File: src/rtl/wb_arbiter_pkg.sv
// Shared types and defaults for the write-back arbiter (wb_arbiter, wb_fifo).
// Optional zero-latency FIFO bypass is enabled by defining WB_ARB_BYPASS_EN.
package wb_arbiter_pkg;

  localparam int unsigned WB_ARB_NR_IN        = 5;
  localparam int unsigned WB_ARB_NR_OUT       = 2;
  localparam int unsigned WB_ARB_DEPTH        = 4;
  localparam int unsigned WB_ARB_STALL_MARGIN = 2;
  localparam int unsigned WB_ARB_PTR_W        = $clog2(WB_ARB_DEPTH) + 1;

  localparam int unsigned TRANS_ID_BITS = 8;
  localparam int unsigned XLEN          = 32;

  typedef logic [WB_ARB_PTR_W-1:0] wb_arb_ptr_t;

  typedef struct packed {
    logic [TRANS_ID_BITS-1:0] id;
    logic [XLEN-1:0]          result;
  } fu_output_t;

  typedef struct packed {
    logic                     valid;
    logic [TRANS_ID_BITS-1:0] id;
  } completion_port_t;

endpackage

File: src/rtl/wb_fifo.sv
// Single-clock result FIFO with push, pop, flush, count, head, full and empty.
// With WB_ARB_BYPASS_EN defined, an empty FIFO presents an incoming push as its head.
module wb_fifo
  import wb_arbiter_pkg::*;
#(
  parameter int unsigned DEPTH = WB_ARB_DEPTH,
  localparam int unsigned AddrW = $clog2(DEPTH),
  localparam int unsigned PtrW  = AddrW + 1
) (
  input  logic            clk,
  input  logic            rstn,
  input  logic            push_i,
  input  fu_output_t      data_i,
  input  logic            pop_i,
  input  logic            flush_i,
  output fu_output_t      head_o,
  output logic [PtrW-1:0] count_o,
  output logic            full_o,
  output logic            empty_o
);

  logic [PtrW-1:0] wptr_q, wptr_d, rptr_q, rptr_d;
  fu_output_t      mem_q [DEPTH];
  logic            ptr_empty;
  logic            bypass;
  logic            do_write;

  assign ptr_empty = (wptr_q == rptr_q);
  assign full_o    = (wptr_q[AddrW] != rptr_q[AddrW]) &&
                     (wptr_q[AddrW-1:0] == rptr_q[AddrW-1:0]);
  assign count_o   = wptr_q - rptr_q;

`ifdef WB_ARB_BYPASS_EN
  assign bypass = ptr_empty & push_i & ~flush_i;
  assign head_o = bypass ? data_i : mem_q[rptr_q[AddrW-1:0]];
`else
  assign bypass = 1'b0;
  assign head_o = mem_q[rptr_q[AddrW-1:0]];
`endif

  // empty_o means "no head to offer", so a bypassed push counts as present.
  assign empty_o = ptr_empty & ~bypass;

  always_comb begin
    wptr_d   = wptr_q;
    rptr_d   = rptr_q;
    do_write = 1'b0;
    if (flush_i) begin
      wptr_d = '0;
      rptr_d = '0;
    end else if (!(bypass && pop_i)) begin
      if (pop_i && !ptr_empty) begin
        rptr_d = rptr_q + 1'b1;
      end
      if (push_i && (!full_o || pop_i)) begin
        do_write = 1'b1;
        wptr_d   = wptr_q + 1'b1;
      end
    end
  end

  always_ff @(posedge clk) begin
    if (!rstn) begin
      wptr_q <= '0;
      rptr_q <= '0;
    end else begin
      wptr_q <= wptr_d;
      rptr_q <= rptr_d;
    end
  end

  always_ff @(posedge clk) begin
    if (do_write) begin
      mem_q[wptr_q[AddrW-1:0]] <= data_i;
    end
  end

endmodule

File: src/rtl/wb_arbiter.sv
// Buffers FU results per port and round-robin arbitrates them onto the write-back ports.
// Define WB_ARB_BYPASS_EN to allow 0-cycle latency through empty FIFOs.
module wb_arbiter
  import wb_arbiter_pkg::*;
#(
  parameter int unsigned NR_IN        = WB_ARB_NR_IN,
  parameter int unsigned NR_OUT       = WB_ARB_NR_OUT,
  parameter int unsigned DEPTH        = WB_ARB_DEPTH,
  parameter int unsigned STALL_MARGIN = WB_ARB_STALL_MARGIN
) (
  input  logic              clk,
  input  logic              rstn,
  input  fu_output_t        fuoutput_i [NR_IN],
  input  logic [NR_IN-1:0]  fuoutput_i_valid,
  output logic [NR_IN-1:0]  fu_stall_o,
  input  logic              squash_i,
  output fu_output_t        wb_o [NR_OUT],
  output logic [NR_OUT-1:0] wb_o_valid,
  output completion_port_t  completion_ports_o [NR_OUT],
  output logic              overflow_o
);

  localparam int unsigned IdxW = $clog2(NR_IN);
  localparam int unsigned PtrW = $clog2(DEPTH) + 1;
  localparam logic [PtrW-1:0] StallThr = PtrW'(DEPTH - STALL_MARGIN);

  fu_output_t       head  [NR_IN];
  logic [PtrW-1:0]  count [NR_IN];
  logic [NR_IN-1:0] full, empty, grant;
  logic [IdxW-1:0]  sel   [NR_OUT];
  logic [IdxW-1:0]  rr_ptr_q, rr_ptr_d;
  logic             overflow_q, overflow_d;
  int unsigned      n_grant, scan_idx;

  for (genvar i = 0; i < NR_IN; i++) begin : g_fifo
    wb_fifo #(
      .DEPTH (DEPTH)
    ) u_fifo (
      .clk     (clk),
      .rstn    (rstn),
      .push_i  (fuoutput_i_valid[i]),
      .data_i  (fuoutput_i[i]),
      .pop_i   (grant[i]),
      .flush_i (squash_i),
      .head_o  (head[i]),
      .count_o (count[i]),
      .full_o  (full[i]),
      .empty_o (empty[i])
    );
    assign fu_stall_o[i] = (count[i] >= StallThr);
  end

  // Scan from rr_ptr and hand the k-th non-empty FIFO to output k.
  always_comb begin
    grant      = '0;
    wb_o_valid = '0;
    n_grant    = 0;
    scan_idx   = 0;
    rr_ptr_d   = rr_ptr_q;
    for (int k = 0; k < NR_OUT; k++) begin
      sel[k] = '0;
    end
    for (int unsigned j = 0; j < NR_IN; j++) begin
      scan_idx = 32'(rr_ptr_q) + j;
      if (scan_idx >= NR_IN) begin
        scan_idx = scan_idx - NR_IN;
      end
      if (!empty[scan_idx] && (n_grant < NR_OUT)) begin
        grant[scan_idx]     = 1'b1;
        sel[n_grant]        = IdxW'(scan_idx);
        wb_o_valid[n_grant] = 1'b1;
        n_grant             = n_grant + 1;
        rr_ptr_d = (scan_idx == NR_IN - 1) ? '0 : IdxW'(scan_idx + 1);
      end
    end
    // Squashed grants are discarded downstream, so they do not advance fairness.
    if (squash_i) begin
      rr_ptr_d = rr_ptr_q;
    end
  end

  for (genvar k = 0; k < NR_OUT; k++) begin : g_out
    assign wb_o[k] = head[sel[k]];
    assign completion_ports_o[k] = '{valid: wb_o_valid[k], id: wb_o[k].id};
  end

  always_comb begin
    overflow_d = overflow_q;
    if (!squash_i && |(fuoutput_i_valid & full & ~grant)) begin
      overflow_d = 1'b1;
    end
  end

  assign overflow_o = overflow_q;

  always_ff @(posedge clk) begin
    if (!rstn) begin
      rr_ptr_q   <= '0;
      overflow_q <= 1'b0;
    end else begin
      rr_ptr_q   <= rr_ptr_d;
      overflow_q <= overflow_d;
    end
  end

endmodule

File: config.mk
export PLATFORM = sky130hd
export DESIGN_NAME = wb_arbiter
export DESIGN_NICKNAME = d
export VERILOG_FILES = /design/src/rtl/wb_arbiter_pkg.sv /design/src/rtl/wb_fifo.sv /design/src/rtl/wb_arbiter.sv
export SDC_FILE = /design/constraint.sdc
export NUM_CORES = 1
export LEC_CHECK = 0
export BUFFER_PORTS_ARGS = -buffer_cell sky130_fd_sc_hd__buf_2
export CAP_MARGIN = 40
export CORE_MARGIN = 2
export CORE_UTILIZATION = 33
export CTS_CLUSTER_SIZE = 8
export DETAILED_ROUTE_END_ITERATION = 12
export PLACE_DENSITY = 0.46
export SYNTH_ARGS = -nofsm -noshare
export SYNTH_HDL_FRONTEND = slang
export SYNTH_SLANG_ARGS = --single-unit
File: constraint.sdc
create_clock -name clk -period 24.3 [get_ports clk]
set_input_delay 2.43 -clock clk [delete_from_list [all_inputs] [get_ports clk]]
set_output_delay 2.43 -clock clk [all_outputs]
set_load 0.01 [all_outputs]
==> flow_metrics.env <==
export IMPL_outcome="finished clean"
export IMPL_final_layout_size_suffix_gt1_share_pct=31.2
export IMPL_ys_ff_latch=844
export IMPL_starting_density_of_the_core_pct=33.3
export IMPL_post_cts_hold_buffer_count=0
export IMPL_max_slew_margin_rel_pct=39.8
export IMPL_viasPerCell=5.46
export IMPL_max_clk_rate_mhz=92.8
export IMPL_layout_filler_cells=10230
export IMPL_yosys_area_top_type="sky130_fd_sc_hd__edfxtp_1"
export IMPL_route_detailed_drc=0
export IMPL_rows=122
export IMPL_actual_slew_at_the_worst_max_slew_pin_ns=0.899
export IMPL_groute_usage_overall_pct=20.0
export IMPL_synthesized_area_um2=36900
export IMPL_grt_antenna_before_repair=75
export IMPL_place_congestion=0.870
export IMPL_synthDistinctLibCells=89
export IMPL_critPathMaxFanout=42
export IMPL_clk_pin_slew_worst_paths_ns=0.05
export IMPL_detail_route_iter0_violations=2026
export IMPL_clock_insertion_delay_at_the_later_pin_of_the_skew_report_ns=0.69
export IMPL_synth_edf_count=800
export IMPL_critical_path_arrival_ns=8.35
export IMPL_timing_hold_worst_class="flop to flop"
export IMPL_critPathCaptureType="output port"
export IMPL_grt_first_pass_wirelength_mm=165
export IMPL_synth_seq_area_share_pct=67.4
export IMPL_dp_cells=3848
export IMPL_coreArea_um2=111000
export IMPL_detailed_place_hpwl_mm=80.6
export IMPL_util_after_layout_pct=39.3
export IMPL_cap_viol_max_count=0
export IMPL_final_min_period_over_clock_period_pct=44.3
export IMPL_clock_sinks=844
export IMPL_finalNetCount=2753
export IMPL_multi_input_gate_area_in_the_final_layout_um2=11300
export IMPL_worst_endpoint_required_ns=21.87
export IMPL_flow_area_growth_from_synthesis_pct=18.0
export IMPL_fin_crit_ns=10.78
export IMPL_cts_tree="yes"
export IMPL_synth_top_cells_by_count="sky130_fd_sc_hd__edfxtp_1 (800), sky130_fd_sc_hd__mux4_2 (202), sky130_fd_sc_hd__a21oi_1 (104)"
export IMPL_gr_total_overflow=0
export IMPL_number_of_vias_in_the_routed_layout=22089
export IMPL_worst_hold_slack_ns=0.511
export IMPL_yosys_area_top_type_share_pct=65.1
export IMPL_finalSetupViolCount=0
export IMPL_final_setup_tns_ns=0
export IMPL_pin_count_of_the_biggest_net_entering_global_routing=43
export IMPL_synthFlopType="sky130_fd_sc_hd__edfxtp_1"
export IMPL_rsz0062_at_grt="false"
export IMPL_die_x_um=338
export IMPL_route_final_wire_length_mm=116
export IMPL_synthesis_yosys_warnings=0
export IMPL_drt_wirelength_per_cell_um=28.8
export IMPL_boundaryPins=314
export IMPL_die_area_um2=115000
export IMPL_synth_fp_nets=2419
export IMPL_syn_mean_instance_area_um2=17.2
export IMPL_postRouteAntennaNets=0
export IMPL_fin_worst_skew_ns=0.0268
export IMPL_cts_inserted_buffers=115
export IMPL_cts_path_max_buffers=3
export IMPL_number_of_global_route_vias_before_repair=21987
export IMPL_timing_critical_path_from_type="flop"
export IMPL_path_class="flop to output port"
export IMPL_ctsHtreeMaxLevel=3
export IMPL_final_max_slew_violation_count=0
export IMPL_cts_resized=0
export IMPL_post_cts_setup_buffers=0
export IMPL_firstDrtPassIters=7
export IMPL_fin_cells=4043
export IMPL_die_height_um=338
export IMPL_synth_most_common_cell="sky130_fd_sc_hd__edfxtp_1"
export IMPL_timing_final_hold_violations=0
export IMPL_yosys_top_cells_area="sky130_fd_sc_hd__edfxtp_1 (65%), sky130_fd_sc_hd__mux4_2 (12%), sky130_fd_sc_hd__dfxtp_1 (2.4%)"
export IMPL_synth_async_reset_ratio_pct=0
export IMPL_number_of_buffers_inserted_by_port_buffering=313
export IMPL_buffer_type_at_the_clock_tree_root="sky130_fd_sc_hd__clkbuf_16"
export IMPL_layout_area_seq_um2=24900
export IMPL_synthesis_instances=2144
[logic make-up after synthesis]
kind of cell	synth area share [%]
AND/OR/NAND/NOR	4.13
flip-flops	67.4
adder cells (fa/ha/maj)	2.39
multiplexers	15.3
AO/OA/AOI/OAI	7.53
buffers and inverters	2.38
XOR/XNOR	0.847
[per-stage QoR]
| stage | instance area [um^2] | setup WS [ns] |
|---|---|---|
| global placement | 40100 | 14.48 |
| global route | 43500 | 12.98 |
| finish | 43600 | 13.52 |
| CTS | 43500 | 13.53 |
| floorplan | 36900 | 16.21 |
| detailed placement | 40300 | 14.28 |
[metal layers]
layer	routed length, um	track usage [%]	vias up	share of wire, %
met1	52700	29.2	11455	45
li1	-	-	9423	-
met3	9660	5.68	225	8.3
met2	51200	29.6	926	44
met5	369	0	-	0.32
met4	2490	4.66	60	2.1
[worst max-delay path, stage by stage, from the launching register on]
cell	delay, ns
sky130_fd_sc_hd__dfxtp_1	0.53
sky130_fd_sc_hd__inv_1	0.30
sky130_fd_sc_hd__ha_1	0.61
sky130_fd_sc_hd__inv_1	0.22
sky130_fd_sc_hd__nor2_1	0.08
sky130_fd_sc_hd__a21oi_2	0.31
sky130_fd_sc_hd__inv_2	0.12
sky130_fd_sc_hd__and3_1	0.21
sky130_fd_sc_hd__nand2_1	0.06
sky130_fd_sc_hd__o311a_1	0.48
sky130_fd_sc_hd__inv_2	0.23
sky130_fd_sc_hd__ha_1	0.32
sky130_fd_sc_hd__nor3_1	0.44
sky130_fd_sc_hd__a21oi_2	0.14
sky130_fd_sc_hd__inv_1	0.10
sky130_fd_sc_hd__ha_1	0.23
sky130_fd_sc_hd__nor2_1	0.09
sky130_fd_sc_hd__o21a_1	0.21
sky130_fd_sc_hd__and2_1	0.39
sky130_fd_sc_hd__a221o_2	0.22
sky130_fd_sc_hd__buf_4	0.48
sky130_fd_sc_hd__nand2_4	0.54
sky130_fd_sc_hd__mux2_1	0.50
sky130_fd_sc_hd__a221o_1	0.54
sky130_fd_sc_hd__buf_2	0.25
[sequential cells by signal, indices dropped and copies added (netlist names), named ones only]
register,flops
g_fifo.u_fifo.mem_q,800
overflow_o,1
g_fifo.u_fifo.rptr_q,15
g_fifo.u_fifo.wptr_q,15
rr_ptr_q,3
[cell usage in the layout (no fill, tap or decap), types with 22 or more instances in the layout]
| cell | instances |
|---|---|
| sky130_fd_sc_hd__edfxtp_1 | 800 |
| sky130_fd_sc_hd__buf_2 | 313 |
| sky130_fd_sc_hd__mux4_2 | 202 |
| sky130_fd_sc_hd__clkbuf_16 | 118 |
| sky130_fd_sc_hd__a21oi_1 | 102 |
| sky130_fd_sc_hd__o21ai_0 | 102 |
| sky130_fd_sc_hd__nand3_1 | 101 |
| sky130_fd_sc_hd__a221o_1 | 80 |
| sky130_fd_sc_hd__mux2_1 | 69 |
| sky130_fd_sc_hd__nor2_1 | 68 |
| sky130_fd_sc_hd__ha_1 | 61 |
| sky130_fd_sc_hd__nand2_1 | 54 |
| sky130_fd_sc_hd__buf_4 | 50 |
| sky130_fd_sc_hd__clkbuf_1 | 48 |
| sky130_fd_sc_hd__inv_1 | 34 |
| sky130_fd_sc_hd__dfxtp_1 | 34 |
| sky130_fd_sc_hd__diode_2 | 22 |
[final timing paths]
| kind | end | cells past startpoint | start | slack, ns |
|---|---|---|---|---|
| setup / recovery | completion_ports_o[2] | 24 | rr_ptr_q[1] | 13.52 |
| hold / removal | g_fifo[0].u_fifo.wptr_q[2] | 2 | g_fifo[0].u_fifo.wptr_q[2] | 0.51 |
| setup reg to reg | g_fifo[3].u_fifo.mem_q[0][7] | 23 | rr_ptr_q[1] | 16.80 |
| hold reg to reg | g_fifo[0].u_fifo.wptr_q[2] | 2 | g_fifo[0].u_fifo.wptr_q[2] | 0.51 |
[final cells by class]
| class | count | area share (%) |
|---|---|---|
| Sequential cell | 844 | 57.2 |
| Multi-Input combinational cell | 1106 | 25.9 |
| Clock buffer | 167 | 7.22 |
| Timing Repair Buffer | 370 | 4.80 |
| Tap cell | 1488 | 4.27 |
| Inverter | 41 | 0.353 |
| Clock inverter | 5 | 0.132 |
| Antenna cell | 22 | 0.126 |
Power is not shown: default switching activity piles up to over one toggle a cycle in this logic, so the estimate is an artifact.
